<file path="src/rtl/iecdrv_pkg.sv">
// Shared types and widths for the IEC drive SD-port arbiter.
package iecdrv_pkg;

  typedef enum logic [1:0] {
    ARB_IDLE     = 2'd0,
    ARB_WAIT_ACK = 2'd1,
    ARB_XFER     = 2'd2
  } arb_state_t;

  localparam int unsigned MAX_DRIVES = 8;
  localparam int unsigned LBA_W      = 32;
  localparam int unsigned BYTE_W     = 8;
  localparam int unsigned BADDR_W    = 9;
  localparam int unsigned WDOG_W     = 24;

endpackage

</file>
<file path="src/rtl/iecdrv_rr_pick.sv">
// Round-robin picker: first requester after 'last', scanning upward modulo NUM.
module iecdrv_rr_pick #(
  parameter int unsigned NUM = 4
) (
  input  logic [NUM-1:0]          req,
  input  logic [$clog2(NUM)-1:0]  last,
  output logic                    any,
  output logic [$clog2(NUM)-1:0]  idx
);

  localparam int unsigned IW = $clog2(NUM);

  logic [2*NUM-1:0] req_dbl;
  logic [NUM-1:0]   req_rot;
  int unsigned      start;
  int unsigned      pos;
  logic             found;

  // Rotate so slot last+1 sits at bit 0, take the lowest set bit, rotate back
  always_comb begin
    start   = (32'(last) + 32'd1) % NUM;
    req_dbl = {req, req};
    req_rot = NUM'(req_dbl >> start);
    pos     = 0;
    found   = 1'b0;
    for (int unsigned i = 0; i < NUM; i++) begin
      if (!found && req_rot[i]) begin
        pos   = i;
        found = 1'b1;
      end
    end
    any = found;
    idx = IW'((pos + start) % NUM);
  end

endmodule

</file>
<file path="src/rtl/iecdrv_sd_arbiter.sv">
// Shares one host SD sector port among NUM drive instances, one sector at a time.
module iecdrv_sd_arbiter
  import iecdrv_pkg::*;
#(
  parameter int unsigned       NUM     = 4,
  parameter logic [WDOG_W-1:0] TIMEOUT = 24'hFFFFFF
) (
  input  logic                    clk,
  input  logic                    reset,
  input  logic [LBA_W*NUM-1:0]    dev_lba,
  input  logic [NUM-1:0]          dev_rd,
  input  logic [NUM-1:0]          dev_wr,
  output logic [NUM-1:0]          dev_ack,
  input  logic [BYTE_W*NUM-1:0]   dev_buff_din,
  output logic [NUM-1:0]          dev_buff_wr,
  output logic [BADDR_W-1:0]      dev_buff_addr,
  output logic [BYTE_W-1:0]       dev_buff_dout,
  output logic                    timeout_err,
  output logic [LBA_W-1:0]        sd_lba,
  output logic                    sd_rd,
  output logic                    sd_wr,
  input  logic                    sd_ack,
  input  logic [BADDR_W-1:0]      sd_buff_addr,
  input  logic [BYTE_W-1:0]       sd_buff_dout,
  output logic [BYTE_W-1:0]       sd_buff_din,
  input  logic                    sd_buff_wr
);

  localparam int unsigned IW = $clog2(NUM);

  arb_state_t        state_q, state_d;
  logic [IW-1:0]     grant_q, grant_d;
  logic [IW-1:0]     last_q,  last_d;
  logic [LBA_W-1:0]  lba_q,   lba_d;
  logic              rd_q,    rd_d;
  logic              wr_q,    wr_d;
  logic              terr_q,  terr_d;
  logic [WDOG_W-1:0] wdog_q,  wdog_d;

  logic [NUM-1:0]    req;
  logic              pick_any;
  logic [IW-1:0]     pick_idx;
  logic [LBA_W-1:0]  pick_lba;
  logic              pick_rd;

  assign req = dev_rd | dev_wr;

  iecdrv_rr_pick #(.NUM(NUM)) u_pick (
    .req  (req),
    .last (last_q),
    .any  (pick_any),
    .idx  (pick_idx)
  );

  // Operands of the drive chosen by the picker; read wins when both are set
  always_comb begin
    pick_lba = '0;
    pick_rd  = 1'b0;
    for (int unsigned n = 0; n < NUM; n++) begin
      if (pick_idx == IW'(n)) begin
        pick_lba = dev_lba[LBA_W*n +: LBA_W];
        pick_rd  = dev_rd[n];
      end
    end
  end

  // Next-state logic: arbitration, ack wait with watchdog, transfer phase
  always_comb begin
    state_d = state_q;
    grant_d = grant_q;
    last_d  = last_q;
    lba_d   = lba_q;
    rd_d    = rd_q;
    wr_d    = wr_q;
    wdog_d  = wdog_q;
    terr_d  = 1'b0;
    unique case (state_q)
      ARB_IDLE: begin
        // A stale ack (e.g. after an abort) must fall before a new request goes out
        if (!sd_ack && pick_any) begin
          grant_d = pick_idx;
          lba_d   = pick_lba;
          rd_d    = pick_rd;
          wr_d    = ~pick_rd;
          wdog_d  = '0;
          state_d = ARB_WAIT_ACK;
        end
      end
      ARB_WAIT_ACK: begin
        wdog_d = wdog_q + WDOG_W'(1);
        if (sd_ack) begin
          rd_d    = 1'b0;
          wr_d    = 1'b0;
          state_d = ARB_XFER;
        end else if (wdog_q == TIMEOUT - WDOG_W'(1)) begin
          rd_d    = 1'b0;
          wr_d    = 1'b0;
          terr_d  = 1'b1;
          last_d  = grant_q;
          state_d = ARB_IDLE;
        end
      end
      ARB_XFER: begin
        if (!sd_ack) begin
          last_d  = grant_q;
          state_d = ARB_IDLE;
        end
      end
      default: state_d = ARB_IDLE;
    endcase
  end

  // State and transaction registers
  always_ff @(posedge clk or posedge reset) begin
    if (reset) begin
      state_q <= ARB_IDLE;
      grant_q <= '0;
      last_q  <= IW'(NUM - 1);
      lba_q   <= '0;
      rd_q    <= 1'b0;
      wr_q    <= 1'b0;
      terr_q  <= 1'b0;
      wdog_q  <= '0;
    end else begin
      state_q <= state_d;
      grant_q <= grant_d;
      last_q  <= last_d;
      lba_q   <= lba_d;
      rd_q    <= rd_d;
      wr_q    <= wr_d;
      terr_q  <= terr_d;
      wdog_q  <= wdog_d;
    end
  end

  // Ack and buffer strobes reach only the granted drive; dropped once back in IDLE
  always_comb begin
    dev_ack     = '0;
    dev_buff_wr = '0;
    for (int unsigned n = 0; n < NUM; n++) begin
      dev_ack[n]     = sd_ack & (grant_q == IW'(n)) & (state_q != ARB_IDLE);
      dev_buff_wr[n] = sd_buff_wr & sd_ack & (grant_q == IW'(n)) & (state_q == ARB_XFER);
    end
  end

  // Buffer read data from the granted drive
  always_comb begin
    sd_buff_din = '0;
    for (int unsigned n = 0; n < NUM; n++) begin
      if (grant_q == IW'(n)) begin
        sd_buff_din = dev_buff_din[BYTE_W*n +: BYTE_W];
      end
    end
  end

  assign dev_buff_addr = sd_buff_addr;
  assign dev_buff_dout = sd_buff_dout;
  assign sd_lba        = lba_q;
  assign sd_rd         = rd_q;
  assign sd_wr         = wr_q;
  assign timeout_err   = terr_q;

endmodule

</file>
<file path="config.mk">
export PLATFORM = sky130hd
export DESIGN_NAME = iecdrv_sd_arbiter
export DESIGN_NICKNAME = d
export VERILOG_FILES = /design/src/rtl/iecdrv_pkg.sv /design/src/rtl/iecdrv_rr_pick.sv /design/src/rtl/iecdrv_sd_arbiter.sv
export SDC_FILE = /design/constraint.sdc
export NUM_CORES = 1
export LEC_CHECK = 0
export ABC_CLOCK_PERIOD_IN_PS = 4270
export CORE_ASPECT_RATIO = 1.25
export CORE_MARGIN = 10
export CORE_UTILIZATION = 30
export CTS_CLUSTER_SIZE = 10
export DETAILED_ROUTE_END_ITERATION = 6
export GPL_TIMING_DRIVEN = 0
export SYNTH_ARGS = -nofsm -noshare
export SYNTH_HDL_FRONTEND = slang
export SYNTH_SLANG_ARGS = --single-unit
</file>
<file path="constraint.sdc">
create_clock -name clk -period 4.27 [get_ports clk]
set_input_delay 0.854 -clock clk [delete_from_list [all_inputs] [get_ports clk]]
set_output_delay 0.854 -clock clk [all_outputs]
set_load 0.03 [all_outputs]
</file>
Word level (Yosys, flattened, before mapping)

Index checks and enable logic that the tools add are counted.

Register bits after elaboration: 65
Bits of input ports: 189
Output and inout port bits: 68
Logic and storage cells: 103

Add/subtract/negate cells: 3
Equality and inequality tests: 14
Shifts and indexed selects: 1
Mux-type cells: 39
Bitwise operators: 19
Reduce and logical (&&, ||, !) cells: 19

Operators by type and width:

| operator              | count |
|---|---|
| $mux 32               | 4 |
| $pmux 24 s2           | 1 |
| $mux 8                | 4 |
| $add 24x1->24 const B | 1 |
| $eq 24x24->1 const B  | 1 |
| $mux 24               | 1 |
| $mux 2                | 9 |
| $and 1x1->1           | 17 |
| $mux 1                | 16 |
| $eq 2x2->1 const B    | 5 |
| $ne 2x2->1 const B    | 4 |
| $shr 8x2->4           | 1 |
| $eq 2x1->1 const B    | 3 |
| $logic_not 2->1       | 3 |
| $pmux 2 s3            | 1 |
| $reduce_and 3->1      | 2 |
| $reduce_bool 2->1     | 3 |
| $logic_and 1x1->1     | 4 |
| $logic_not 1->1       | 4 |
| $or 4x4->4            | 1 |
| $pmux 1 s2            | 2 |
| $pmux 2 s2            | 1 |
| $reduce_and 2->1      | 2 |
| $reduce_and 4->1      | 1 |
| 4 further kinds       | 4 |

Longest topological paths before layout

Word-level depth: 21
Gate-level depth with buffers: 14

Hierarchy

From an unflattened synthesis, not the netlist that was laid out.

Cell total of the unflattened synthesis: 419
Area total of the unflattened synthesis: 4297.9 µm²

Modules (own cells, without submodules):

| module            | times used | cells each | area each (µm²) | sequential area each (µm²) |
|---|---|---|---|---|
| iecdrv_sd_arbiter | 1          | 392        | 4102.7          | 1629.1 |
| iecdrv_rr_pick    | 1          | 27         | 195.2           | 0.0 |

Worst setup path before layout

OpenSTA, ideal clock, no wires.

Path kind: input to register
Start point: input port dev_wr[2]
End point: register wr_q, in the netlist sd_wr
Setup time: 121 ps
Arrival: 3687 ps
Data required time: 4149 ps
Setup slack: 462 ps
Stages: 11
Cells stage by stage: or3b_2 > nand2_1 > nor2_1 > o31a_1 > o22ai_1 > ha_1 > buf_1 > clkbuf_1 > mux2i_1 > mux4_2 > a22o_1

Word-level cells in the longest chain between the ends: 21
Elaborated cells between the ends (all ways): 30
Classes of those cells: add/sub: 1; eq/ne: 4; shift: 1; mux: 13; bitwise: 2; reduce/logical: 9

RTL lines:

| element                | RTL line                 | text |
|---|---|---|
| start: declaration     | iecdrv_sd_arbiter.sv:12  | `input logic [NUM-1:0] dev_wr,` |
| $or 4x4->4 *           | iecdrv_sd_arbiter.sv:46  | `assign req = dev_rd \| dev_wr;` |
| $shr 8x2->4 *          | iecdrv_rr_pick.sv:23     | `req_rot = NUM'(req_dbl >> start);` |
| $mux 1                 | iecdrv_rr_pick.sv:27     | `if (!found && req_rot[i]) begin` |
| $logic_not 1->1        | iecdrv_rr_pick.sv:27     |  |
| $logic_and 1x1->1      | iecdrv_rr_pick.sv:27     |  |
| $mux 1                 | iecdrv_rr_pick.sv:27     |  |
| $logic_not 1->1        | iecdrv_rr_pick.sv:27     |  |
| $logic_and 1x1->1      | iecdrv_rr_pick.sv:27     |  |
| [... 2 more ...]       | -                        |  |
| $logic_and 1x1->1      | iecdrv_rr_pick.sv:27     |  |
| $mux 2                 | iecdrv_rr_pick.sv:27     |  |
| $add 2x2->2            | iecdrv_rr_pick.sv:33     | `idx = IW'((pos + start) % NUM);` |
| $logic_not 2->1        | iecdrv_sd_arbiter.sv:60  | `if (pick_idx == IW'(n)) begin` |
| $mux 1 (4 in series)   | iecdrv_sd_arbiter.sv:60  |  |
| $not 1->1              | iecdrv_sd_arbiter.sv:84  | `wr_d = ~pick_rd;` |
| $mux 1                 | iecdrv_sd_arbiter.sv:80  | `if (!sd_ack && pick_any) begin` |
| $pmux 1 s2             | iecdrv_sd_arbiter.sv:77  | `unique case (state_q)` |
| end signal: assignment | iecdrv_sd_arbiter.sv:130 | `wr_q <= wr_d;` |
| end: declaration       | iecdrv_sd_arbiter.sv:36  | `logic wr_q, wr_d;` |

Every way passes the cells marked *; elsewhere a longest branch is shown, timed or not. The select of a mux whose other input is x is not followed.
A chain may end at the register's enable or synchronous reset.

Final worst setup path

Start point: input port dev_rd[2]
End point: register lba_q[3], in the netlist sd_lba[3]

Word-level cells in the longest chain between the ends: 18
Elaborated cells between the ends (all ways): 26
Classes of those cells: add/sub: 1; eq/ne: 3; shift: 1; mux: 11; bitwise: 1; reduce/logical: 9

RTL lines:

| element                | RTL line                 | text |
|---|---|---|
| start: declaration     | iecdrv_sd_arbiter.sv:11  | `input logic [NUM-1:0] dev_rd,` |
| $or 4x4->4 *           | iecdrv_sd_arbiter.sv:46  |  |
| $shr 8x2->4 *          | iecdrv_rr_pick.sv:23     |  |
| $mux 1                 | iecdrv_rr_pick.sv:27     |  |
| $logic_not 1->1        | iecdrv_rr_pick.sv:27     |  |
| $logic_and 1x1->1      | iecdrv_rr_pick.sv:27     |  |
| $mux 1                 | iecdrv_rr_pick.sv:27     |  |
| $logic_not 1->1        | iecdrv_rr_pick.sv:27     |  |
| $logic_and 1x1->1      | iecdrv_rr_pick.sv:27     |  |
| $mux 1                 | iecdrv_rr_pick.sv:27     |  |
| $logic_not 1->1        | iecdrv_rr_pick.sv:27     |  |
| $logic_and 1x1->1      | iecdrv_rr_pick.sv:27     |  |
| $mux 2 *               | iecdrv_rr_pick.sv:27     |  |
| $add 2x2->2 *          | iecdrv_rr_pick.sv:33     |  |
| named net pick_idx[0]  | iecdrv_sd_arbiter.sv:42  | `logic [IW-1:0] pick_idx;` |
| $logic_not 2->1        | iecdrv_sd_arbiter.sv:60  |  |
| $mux 32 (3 in series)  | iecdrv_sd_arbiter.sv:60  |  |
| $mux 32 *              | iecdrv_sd_arbiter.sv:60  |  |
| end signal: assignment | iecdrv_sd_arbiter.sv:128 | `lba_q <= lba_d;` |
| end: declaration       | iecdrv_sd_arbiter.sv:34  | `logic [LBA_W-1:0] lba_q, lba_d;` |

The timed path passes the listed nets; every way through them passes the cells marked *.

==> results.json <==
{
  "outcome": "completed",
  "cts_buffers": 9,
  "grt_pass1_vias": 6421,
  "dp.final_hpwl_mm": 19.1,
  "syn_area_sq_um": 5690,
  "tritoncts": "done",
  "routedWlPerCell_microns": 22.2,
  "vias": 6280,
  "start_kind": "input port",
  "synth_most_common_cell": "dfrtp_1",
  "io_pins": 257,
  "drt_wl_total_mm": 25.0,
  "arrival_ps": 4260,
  "rsz0062_at_grt": "no",
  "ys.flop_type": "dfrtp_1",
  "place_ws_ps": -1020,
  "clk_latency_ps": 350,
  "period_minus_slack_ps": 4020,
  "holdBufCountCts": 0,
  "post-route-drc-count": 0,
  "worstMarginPinSlew_ps": 949,
  "worst_slack_ps": 254,
  "drive_gt1_frac": 0.131,
  "antenna_found_initial": 1,
  "maxSlewHeadroom": 0.367,
  "core_sq_um": 18700,
  "syn_to_final_growth_pct": 53.1,
  "cts_buffer_depth": 2,
  "portBuffers": 238,
  "die_area_sq_um": 24900,
  "async_flop_share": 1.00,
  "syn_nets": 831,
  "synth_top_area_frac": 0.277,
  "synth-seq-cells": 65,
  "groute.usage.overall": 0.190,
  "initial_core_util": 0.304,
  "crit_type": "in2reg",
  "nFillCells": 1829,
  "grt_pass1_wl_mm": 37.5,
  "cellPowerDensity_nw_per_um2": 691,
  "total_power_mw": 6.02,
  "max_freq_mhz": 249,
  "antenna_left": 0,
  "worstPathRequired_ps": 4510,
  "synth_area_leaders": "dfrtp_1 28%, o41ai_2 6.9%, mux2i_1 5.5%",
  "htree_levels": 3,
  "hold_class": "reg2reg",
  "cts-root-buf": "clkbuf_16",
  "synthCells": 639,
  "die_x_microns": 143,
  "grt_max_degree": 66,
  "final-max-slew-violation-count": 0,
  "dieHeight_microns": 174,
  "yosys.area.top_type": "dfrtp_1",
  "clkTransAtPathRegs_ps": 70,
  "yosysSeqAreaShare": 0.286,
  "cts.sinks": 65,
  "fin_util": 0.466,
  "synth_edf_count": 0,
  "drv_cap": 0,
  "power_leakage_nw": 3.40,
  "gp_congestion": 0.869,
  "overflow": 0,
  "setup_viol": 0,
  "yosysUniqueCellTypes": 72,
  "rows": 56,
  "final.setup.tns_ps": 0,
  "finalHoldViolCount": 0,
  "ir_drop_v": 0.000328,
  "fin_crit_sh": 0.940,
  "fin_hold_ws_ps": 480,
  "synthTopCellsByCount": "63 x dfrtp_1, 59 x nor3_1, 55 x nand2_1, 53 x o21ai_0, 37 x a21oi_1",
  "worstPathMaxFanout": 10,
  "crit_path_end_kind": "register",
  "ys_warn_count": 0,
  "synth.avg_cell_area_sq_um": 8.91,
  "drtPass1Iterations": 5,
  "via_per_inst": 5.58,
  "finClkSkew_ps": 11.0,
  "layout.nets": 1080,
  "dr.first_iter.drc_count": 377
}
-- final cells by class --
class	count	area, sq um	share of cell area
clock buffers	9	225	0.0258
repair buffers	239	2390	0.274
flip-flops and latches	65	1630	0.187
diodes	1	2.50	0.000287
well taps	232	290	0.0333
plain buffers	72	397	0.0455
multi-input cells	495	3670	0.422
clock inverters	7	83.8	0.00962
inverters	6	25.0	0.00287
-- metal layers --
layer  global-route usage  share of wire  vias to the layer above
li1                     -              -                     2994
met1                0.227           0.41                     3049
met2                0.330           0.50                      209
met3               0.0447          0.069                       28
met4               0.0516          0.018                        0
met5                    0              0                        -
-- final timing paths --
path                            slack (ps)              startpoint  cells past startpoint                endpoint
worst max-delay path                   250               dev_rd[2]                     14   sd_lba[3]$_DFFE_PP0P_
worst min-delay path                   480  sd_lba[24]$_DFFE_PP0P_                      2  sd_lba[24]$_DFFE_PP0P_
worst max register to register         690   last_q[0]$_DFFE_PP1P_                     13   sd_lba[3]$_DFFE_PP0P_
max in group asynchronous             2650                   reset                      2  sd_lba[13]$_DFFE_PP0P_
min in group asynchronous             1040                   reset                      2  sd_lba[31]$_DFFE_PP0P_
worst min register to register         480  sd_lba[24]$_DFFE_PP0P_                      2  sd_lba[24]$_DFFE_PP0P_
-- registers in the layout, summed over array words and instances (netlist names) --
name / cells
wdog_q: 24
sd_lba: 32
sd_wr: 1
sd_rd: 1
state_q: 2
last_q: 2
timeout_err: 1
grant_q: 2
-- power breakdown --
group	switching, mW	internal, mW	total, mW
sequential	0.153	0.825	0.978
combinational	2.60	1.63	4.23
clock	0.345	0.465	0.811
-- what timing repair did --
item / CTS / global route
buffers inserted: 1 / 0
gates resized for setup: 5 / 8
endpoints found under the setup margin: 30 / 28
-- layout by cell type, fill, tap and decap left out, types with 24 or more instances in the layout --
cell type          n
o221ai_1          27
nor3_1            59
o41ai_2           24
clkbuf_1          31
clkdlybuf4s50_1  238
a21oi_1           37
o22a_1            28
buf_4             26
mux2i_1           31
dfrtp_1           63
nand2_1           55
o21ai_0           53
-- critical path, stage by stage --
cell	delay, ps
clkdlybuf4s50_1	500
or3b_2	550
nand2_1	110
nor2_1	50
o31a_1	270
o22ai_2	170
ha_4	230
clkbuf_2	220
nand2_1	140
nor3_1	70
a21oi_2	240
buf_2	290
o221ai_1	180
o41ai_2	360
-- logic make-up (layout without fill, tap and decap cells) --
family,after synthesis,in the layout,share of synthesized area
AO/OA/AOI/OAI,232,232,0.329
buffers and inverters,79,333,0.0727
other,0,1,0
AND/OR/NAND/NOR,207,207,0.187
flip-flops,65,65,0.286
XOR/XNOR,8,8,0.0182
multiplexers,44,44,0.0980
adder cells (fa/ha/maj),4,4,0.00901
-- metrics by stage --
step,instance area (sq um),std cells
finish,8720,1126
global route,8720,1126
CTS,8690,1125
detailed placement,8370,1109
global placement,8370,1109
floorplan,5690,639
(Power assumes the default switching activity.)
